`config.mk`:
```
export PLATFORM = sky130hd
export DESIGN_NAME = am_seq16_mul_ctrl_flat
export DESIGN_NICKNAME = d
export VERILOG_FILES = /design/src/rtl/am_seq16_mul_ctrl_if.sv /design/src/rtl/am_seq16_mul_ctrl.sv /design/src/flat_wrapper.sv
export SDC_FILE = /design/constraint.sdc
export NUM_CORES = 1
export LEC_CHECK = 0
export CAP_MARGIN = 0
export CORE_ASPECT_RATIO = 0.6
export CORE_MARGIN = 10
export CORE_UTILIZATION = 46
export CTS_CLUSTER_DIAMETER = 50
export DETAILED_ROUTE_END_ITERATION = 10
export PLACE_DENSITY = 0.82
export SLEW_MARGIN = 20
export SYNTH_ARGS = -nofsm -noshare
export SYNTH_HDL_FRONTEND = slang
export SYNTH_SLANG_ARGS = --single-unit
```
`constraint.sdc`:
```
create_clock -name clk -period 10.4 [get_ports clk]
set_input_delay 2.6 -clock clk [delete_from_list [all_inputs] [get_ports clk]]
set_output_delay 2.6 -clock clk [all_outputs]
set_load 0.1 [all_outputs]
```
`src/rtl/am_seq16_mul_ctrl_if.sv`:
```
`default_nettype none
// ============================================================================
// Module      : am_seq16_mul_ctrl_if
// Description : Bundles the signals of the 16x16 sequenced-multiply controller.
//               It carries the operand handshake (in_valid/in_ready, a, b), the
//               result handshake (out_valid/out_ready, p), the byte-pair
//               interface to the shared 8x8 multiplier (mul_x, mul_y, mul_z),
//               and the status outputs (busy, op_cnt).
//               slave  : controller side
//               master : operand source / result sink / multiplier side
// Revision    : 1.0 - initial release
// ============================================================================
interface am_seq16_mul_ctrl_if #(
    parameter int CNT_W = 16
);
    logic             in_valid;
    logic             in_ready;
    logic [15:0]      a;
    logic [15:0]      b;
    logic             out_valid;
    logic             out_ready;
    logic [31:0]      p;
    logic [7:0]       mul_x;
    logic [7:0]       mul_y;
    logic [15:0]      mul_z;
    logic             busy;
    logic [CNT_W-1:0] op_cnt;

    modport slave (
        input  in_valid, a, b, out_ready, mul_z,
        output in_ready, out_valid, p, mul_x, mul_y, busy, op_cnt
    );

    modport master (
        output in_valid, a, b, out_ready, mul_z,
        input  in_ready, out_valid, p, mul_x, mul_y, busy, op_cnt
    );
endinterface
`default_nettype wire

```
`src/rtl/am_seq16_mul_ctrl.sv`:
```
`default_nettype none
// ============================================================================
// Module      : am_seq16_mul_ctrl
// Description : Builds an unsigned 16x16 multiply from byte-pair passes through
//               one external 8x8 (approximate) multiplier.
//               Step order: k0 (a_lo,b_lo,<<0), k1 (a_hi,b_lo,<<8),
//                           k2 (a_lo,b_hi,<<8), k3 (a_hi,b_hi,<<16).
//               Each step holds mul_x/mul_y for 1+MUL_LAT cycles and adds
//               mul_z on its last cycle. The accumulator wraps mod 2^32.
// Ports       : clk    - rising-edge clock
//               rst_n  - asynchronous active-low reset
//               bus    - slave modport: operand handshake, result handshake,
//                        multiplier byte interface, busy, op_cnt
// Parameters  : MUL_LAT - register stages in the external multiplier (0..2)
//               CNT_W   - width of the completed-result counter
// Options     : AM_SEQ_SKIP_LL_EN - when defined, step k0 (low x low) is
//               skipped, so only three passes are made.
// Revision    : 1.0 - initial release
// ============================================================================
module am_seq16_mul_ctrl #(
    parameter int MUL_LAT = 0,
    parameter int CNT_W   = 16
) (
    input wire                 clk,
    input wire                 rst_n,
    am_seq16_mul_ctrl_if.slave bus
);

    localparam logic [1:0] c_ST_IDLE   = 2'd0;
    localparam logic [1:0] c_ST_RUN    = 2'd1;
    localparam logic [1:0] c_ST_DONE   = 2'd2;

    localparam logic [1:0] c_LAT       = MUL_LAT[1:0];
    localparam logic [1:0] c_LAST_STEP = 2'd3;
`ifdef AM_SEQ_SKIP_LL_EN
    localparam logic [1:0] c_FIRST_STEP = 2'd1;
`else
    localparam logic [1:0] c_FIRST_STEP = 2'd0;
`endif
    localparam logic [CNT_W-1:0] c_CNT_ONE = {{(CNT_W-1){1'b0}}, 1'b1};

    logic [1:0]       r_state;
    logic [1:0]       r_step;
    logic [1:0]       r_wait;
    logic [15:0]      r_a;
    logic [15:0]      r_b;
    logic [31:0]      r_acc;
    logic [31:0]      r_p;
    logic             r_in_ready;
    logic             r_out_valid;
    logic             r_busy;
    logic [7:0]       r_mul_x;
    logic [7:0]       r_mul_y;
    logic [CNT_W-1:0] r_op_cnt;

    // Byte pairing per step: step[0] picks the high byte of a, step[1] the
    // high byte of b. Returns {x, y}.
    function automatic logic [15:0] f_sel_bytes(input logic [1:0]  step,
                                                input logic [15:0] op_a,
                                                input logic [15:0] op_b);
        logic [7:0] x;
        logic [7:0] y;
        x = step[0] ? op_a[15:8] : op_a[7:0];
        y = step[1] ? op_b[15:8] : op_b[7:0];
        return {x, y};
    endfunction

    // Shift is 8 * (number of high bytes in the pair): 0, 8, 8, 16.
    logic [4:0]  w_shift;
    logic [31:0] w_addend;
    logic [31:0] w_acc_next;
    logic [1:0]  w_step_inc;
    logic [15:0] w_next_pair;
    logic [15:0] w_first_pair;
    logic        w_step_end;

    assign w_shift      = {r_step[1] & r_step[0], r_step[1] ^ r_step[0], 3'b000};
    assign w_addend     = {16'd0, bus.mul_z} << w_shift;
    assign w_acc_next   = r_acc + w_addend;
    assign w_step_inc   = r_step + 2'd1;
    assign w_next_pair  = f_sel_bytes(w_step_inc, r_a, r_b);
    assign w_first_pair = f_sel_bytes(c_FIRST_STEP, bus.a, bus.b);
    assign w_step_end   = (r_wait == c_LAT);

    always_ff @(posedge clk or negedge rst_n) begin
        if (!rst_n) begin
            r_state     <= c_ST_IDLE;
            r_step      <= 2'd0;
            r_wait      <= 2'd0;
            r_a         <= 16'd0;
            r_b         <= 16'd0;
            r_acc       <= 32'd0;
            r_p         <= 32'd0;
            r_in_ready  <= 1'b0;
            r_out_valid <= 1'b0;
            r_busy      <= 1'b0;
            r_mul_x     <= 8'd0;
            r_mul_y     <= 8'd0;
            r_op_cnt    <= {CNT_W{1'b0}};
        end else begin
            case (r_state)
                c_ST_IDLE: begin
                    if (bus.in_valid && r_in_ready) begin
                        // Operands are captured here; a/b are not looked at again.
                        r_a                <= bus.a;
                        r_b                <= bus.b;
                        r_acc              <= 32'd0;
                        r_step             <= c_FIRST_STEP;
                        r_wait             <= 2'd0;
                        {r_mul_x, r_mul_y} <= w_first_pair;
                        r_in_ready         <= 1'b0;
                        r_busy             <= 1'b1;
                        r_state            <= c_ST_RUN;
                    end else begin
                        // Rises on the first edge after reset release.
                        r_in_ready <= 1'b1;
                    end
                end

                c_ST_RUN: begin
                    if (w_step_end) begin
                        r_acc  <= w_acc_next;
                        r_wait <= 2'd0;
                        if (r_step == c_LAST_STEP) begin
                            r_p         <= w_acc_next;
                            r_out_valid <= 1'b1;
                            r_mul_x     <= 8'd0;
                            r_mul_y     <= 8'd0;
                            r_state     <= c_ST_DONE;
                        end else begin
                            r_step             <= w_step_inc;
                            {r_mul_x, r_mul_y} <= w_next_pair;
                        end
                    end else begin
                        r_wait <= r_wait + 2'd1;
                    end
                end

                c_ST_DONE: begin
                    // p stays frozen until the consumer takes it.
                    if (bus.out_ready) begin
                        r_out_valid <= 1'b0;
                        r_op_cnt    <= r_op_cnt + c_CNT_ONE;
                        r_busy      <= 1'b0;
                        r_in_ready  <= 1'b1;
                        r_state     <= c_ST_IDLE;
                    end
                end

                default: begin
                    r_state     <= c_ST_IDLE;
                    r_out_valid <= 1'b0;
                    r_busy      <= 1'b0;
                    r_in_ready  <= 1'b0;
                    r_mul_x     <= 8'd0;
                    r_mul_y     <= 8'd0;
                end
            endcase
        end
    end

    assign bus.in_ready  = r_in_ready;
    assign bus.out_valid = r_out_valid;
    assign bus.p         = r_p;
    assign bus.mul_x     = r_mul_x;
    assign bus.mul_y     = r_mul_y;
    assign bus.busy      = r_busy;
    assign bus.op_cnt    = r_op_cnt;

endmodule
`default_nettype wire

```
`src/flat_wrapper.sv`:
```
// flat-port wrapper written by rule: the top's interface ports become plain ports
module am_seq16_mul_ctrl_flat 
#(
    parameter int MUL_LAT = 0,
    parameter int CNT_W   = 16
)
  (clk, rst_n, bus_in_valid, bus_a, bus_b, bus_out_ready, bus_mul_z, bus_in_ready, bus_out_valid, bus_p, bus_mul_x, bus_mul_y, bus_busy, bus_op_cnt);
  am_seq16_mul_ctrl_if #(.CNT_W(CNT_W)) bus_i ();
  input wire clk;
  input wire rst_n;
  input wire logic [$bits(bus_i.in_valid)-1:0] bus_in_valid;
  input wire logic [$bits(bus_i.a)-1:0] bus_a;
  input wire logic [$bits(bus_i.b)-1:0] bus_b;
  input wire logic [$bits(bus_i.out_ready)-1:0] bus_out_ready;
  input wire logic [$bits(bus_i.mul_z)-1:0] bus_mul_z;
  output wire logic [$bits(bus_i.in_ready)-1:0] bus_in_ready;
  output wire logic [$bits(bus_i.out_valid)-1:0] bus_out_valid;
  output wire logic [$bits(bus_i.p)-1:0] bus_p;
  output wire logic [$bits(bus_i.mul_x)-1:0] bus_mul_x;
  output wire logic [$bits(bus_i.mul_y)-1:0] bus_mul_y;
  output wire logic [$bits(bus_i.busy)-1:0] bus_busy;
  output wire logic [$bits(bus_i.op_cnt)-1:0] bus_op_cnt;
  assign bus_i.in_valid = bus_in_valid;
  assign bus_i.a = bus_a;
  assign bus_i.b = bus_b;
  assign bus_i.out_ready = bus_out_ready;
  assign bus_i.mul_z = bus_mul_z;
  assign bus_in_ready = bus_i.in_ready;
  assign bus_out_valid = bus_i.out_valid;
  assign bus_p = bus_i.p;
  assign bus_mul_x = bus_i.mul_x;
  assign bus_mul_y = bus_i.mul_y;
  assign bus_busy = bus_i.busy;
  assign bus_op_cnt = bus_i.op_cnt;
  am_seq16_mul_ctrl #(.MUL_LAT(MUL_LAT), .CNT_W(CNT_W)) u_core (.clk(clk), .rst_n(rst_n), .bus(bus_i));
endmodule
```
==> impl_results.md <==
* Worst Min Path Start: u_core.bus.op_cnt[15]
* CTS tree: built
* Crit path DAT at 5.63 ns
* Syn_area_per_cell at 8.85 µm²
* Fill count at 1506
* Num CTS Buffers at 17
* Max H-tree Level at 4
* Yosys cell types at 73
* CP startpoint kind: input pin
* Cell breakdown of the critical path: clkdlybuf4s50_1, mux2i_1, nor2_1, ha_1, a21o_1, o21bai_1, a221o_1, or2_1, a21oi_1, xor2_1, o21ai_0
* Slowest Stage Delay on Critical Path at 0.44 ns
* Hpwl dp at 17.0 mm
* Setup TNS at 0 ns
* Ys Warns at 0
* Number of enable flip-flop cells after synthesis at 0
* Global-route wire length before repair at 37.2 mm
* Antenna Nets Post-Route at 0
* RSZ-0062 raised after global routing: false
* Post-CTS Setup Repair Bufs at 0
* Post-cts gate resize count at 0
* PortBufs at 118
* Inserted Diodes at 0
* Final Max Slew Viols at 0
* Clock Latency Late Sink at 0.43 ns
* Worst min path class: reg2reg
* Slowest CP cell: clkdlybuf4s50_1
* Vias in the first global route at 6679
* DR pass1 iterations at 5
* RD Place Congestion at 0.995
* Setup Skew at 0.0191 ns
* DRC viols at 0
* Slew headroom at 0.302
* Max Fclk at 186 MHz
* Tmin final at 5.36 ns
* Routed wire length at 23.0 mm
* Syn_nets at 988
* Total clock sinks at 137
* Seq/Total Area, Yosys at 0.431
* Hold Crit Depth at 1
* Reg2reg end: u_core.r_acc[26]
* DIE HEIGHT at 122 µm
* Global-route usage over all layers at 0.200
* Cells after synthesis at 898
* Cell Rows at 37
* Final Hold Violating Endpoints at 0
* Syn-to-layout area delta at 23.6%
* Drt wl/cell at 18.6 µm
* Clk slew on worst S/H paths at 0.07 ns
* Count of hold buffers inserted by post-cts repair at 0
* Nets at 1078
* Final Cycle Share at 0.516
* Crit. Startpoint: bus_mul_z[0]
* Layout cells sized above 1 at 0.0639
* Synthesized area at 7950 µm²
* Pin count of the biggest net entering global routing at 79
* Ports at 119
* Initial Utilization at 0.467
* R2r startpoint: u_core.r_step[0]
* Vias per std cell at 5.65
* Clock buffer depth at 2
* Antenna violations before repair at 0
* Main flop type after synthesis: dfrtp_1
* Worst Hold End: u_core.bus.op_cnt[15]
* Register bit total from synthesis at 137
* Aggregate global routing overflow at 0
* Endpoint type of the worst setup path: flip-flop
* Vias post-DR at 6974
* CP max FO at 6
* Critical path required time at 10.67 ns
* Crit Path Class: in2reg
* 1st-iter DRT viols at 808
* Max Cap Violations at 0
* Reg2reg setup slack at 5.99 ns
* Core area at 17000 µm²
* Outcome: finished clean
* R2R depth at 11
* Worst slew pin tran at 1.04 ns
* Async S/R FF share, synth at 1.00
* DIE AREA at 23100 µm²
* CTS root buf: clkbuf_16
* Final setup fails at 0
* Die Span X at 190 µm
## final cells by class
class | instances | area, µm² | share of cell area
clock inverters | 15 | 135 | 0.0138
clock buffers | 17 | 425 | 0.0433
repair buffers | 125 | 1230 | 0.126
inverters | 9 | 33.8 | 0.00344
multi-input cells | 698 | 4270 | 0.435
well taps | 234 | 293 | 0.0298
flip-flops and latches | 137 | 3430 | 0.349
## sequential cells by signal, summed over array words and instances (netlist names)
signal / count
u_core.r_b: 16
u_core.bus.mul_x: 8
u_core.r_wait: 2
u_core.bus.busy: 1
u_core.bus.p: 32
u_core.bus.in_ready: 1
u_core.r_step: 2
u_core.bus.op_cnt: 16
u_core.bus.mul_y: 8
u_core.bus.out_valid: 1
u_core.r_a: 16
u_core.r_acc: 32
u_core.r_state: 2
## routing by layer
layer / track usage / routed length [µm] / vias to the layer above
li1: - / - / 3317
met1: 0.298 / 10900 / 3307
met2: 0.275 / 9350 / 325
met3: 0.0674 / 2530 / 25
met4: 0.0360 / 182 / 0
met5: 0 / 0 / -
## critical path: cells and delay by family
kind / cells / cell delay, ns
AOI/OAI and AO/OA: 5 / 1.28
xor gates and xnor gates: 1 / 0.26
adders and majority gates: 1 / 0.36
buffers and inverters: 1 / 0.44
muxes: 1 / 0.28
and+or+nand+nor: 2 / 0.40
## worst max path at each step
stage | slack [ns] | end | cells after the start
floorplan | 5.57 | u_core.r_acc[24] | 10
global placement | 4.63 | u_core.r_acc[17] | 11
detailed placement | 4.64 | u_core.r_acc[17] | 11
CTS | 5.08 | u_core.r_acc[17] | 11
global route | 4.88 | u_core.r_acc[17] | 11
finish | 5.04 | u_core.r_acc[17] | 11
## kinds of logic after synthesis
logic type                 after synthesis  synth area share
and+or+nand+nor                        369             0.206
buffers and inverters                   63            0.0320
muxes                                   29            0.0368
xor gates and xnor gates                38            0.0419
AOI/OAI and AO/OA                      224             0.192
DFF                                    137             0.431
adders and majority gates               38            0.0608
## synthesized netlist by cell type, types with 5 or more instances
cell      instances  area [µm²]
nand2_1         200         751
nor3_1           12        60.1
o21a_1            9        67.6
nand4_1           7        43.8
xor2_1           16         140
buf_2             5        25.0
a21oi_1          66         330
nand3_1          16        80.1
ha_1             37         463
nor2_1           75         282
and2_1            9        56.3
o21bai_1          6        45.0
o21ai_0          62         310
xnor2_1          22         193
a21o_1           11        82.6
a32o_1            5        50.1
and3_1            8        50.1
a22o_1           10        87.6
clkbuf_1         42         158
inv_1             9        33.8
dfrtp_1         137        3430
nor2b_1          13        81.3
a211o_1           5        43.8
mux2i_1          27         270
buf_1             5        18.8
## per-stage QoR
stage | hold WS [ns] | cell area [µm²] | setup WS [ns] | util | instances
2_1_floorplan | 0.445 | 7950 | 5.57 | - | 898
3_3_place_gp | 0.456 | 9260 | 4.63 | 0.544 | 1203
4_1_cts | 0.476 | 9820 | 5.08 | 0.577 | 1235
5_1_grt | 0.495 | 9820 | 4.88 | 0.577 | 1235
6_report | 0.475 | 9820 | 5.04 | 0.577 | 1235
3_5_place_dp | 0.462 | 9260 | 4.64 | 0.544 | 1203
## layout by cell type, fill, tap and decap left out, drive strengths merged, types with 4 or more instances in the layout
cell type	netlist	routed
a211o	5	5
nand4b	5	5
and2	9	9
xnor2	22	22
a32o	5	5
a21o	11	11
o31ai	4	4
a221o	4	4
inv	9	18
o21a	9	9
nor3	12	12
nand2b	4	4
ha	37	37
or2	4	4
mux2i	27	27
clkdlybuf4s50	0	117
o211ai	4	4
nand2	200	200
o21bai	7	7
nor2	75	75
a22o	10	10
a31oi	5	5
clkbuf	42	17
xor2	16	16
nor2b	13	13
a211oi	7	7
o21ai	67	67
a21oi	68	68
nand3	16	16
dfrtp	137	137
nand4	7	7
and3	9	9
buf	12	8
Power is not shown: default switching activity piles up to over one toggle a cycle in this logic, so the estimate is an artifact.
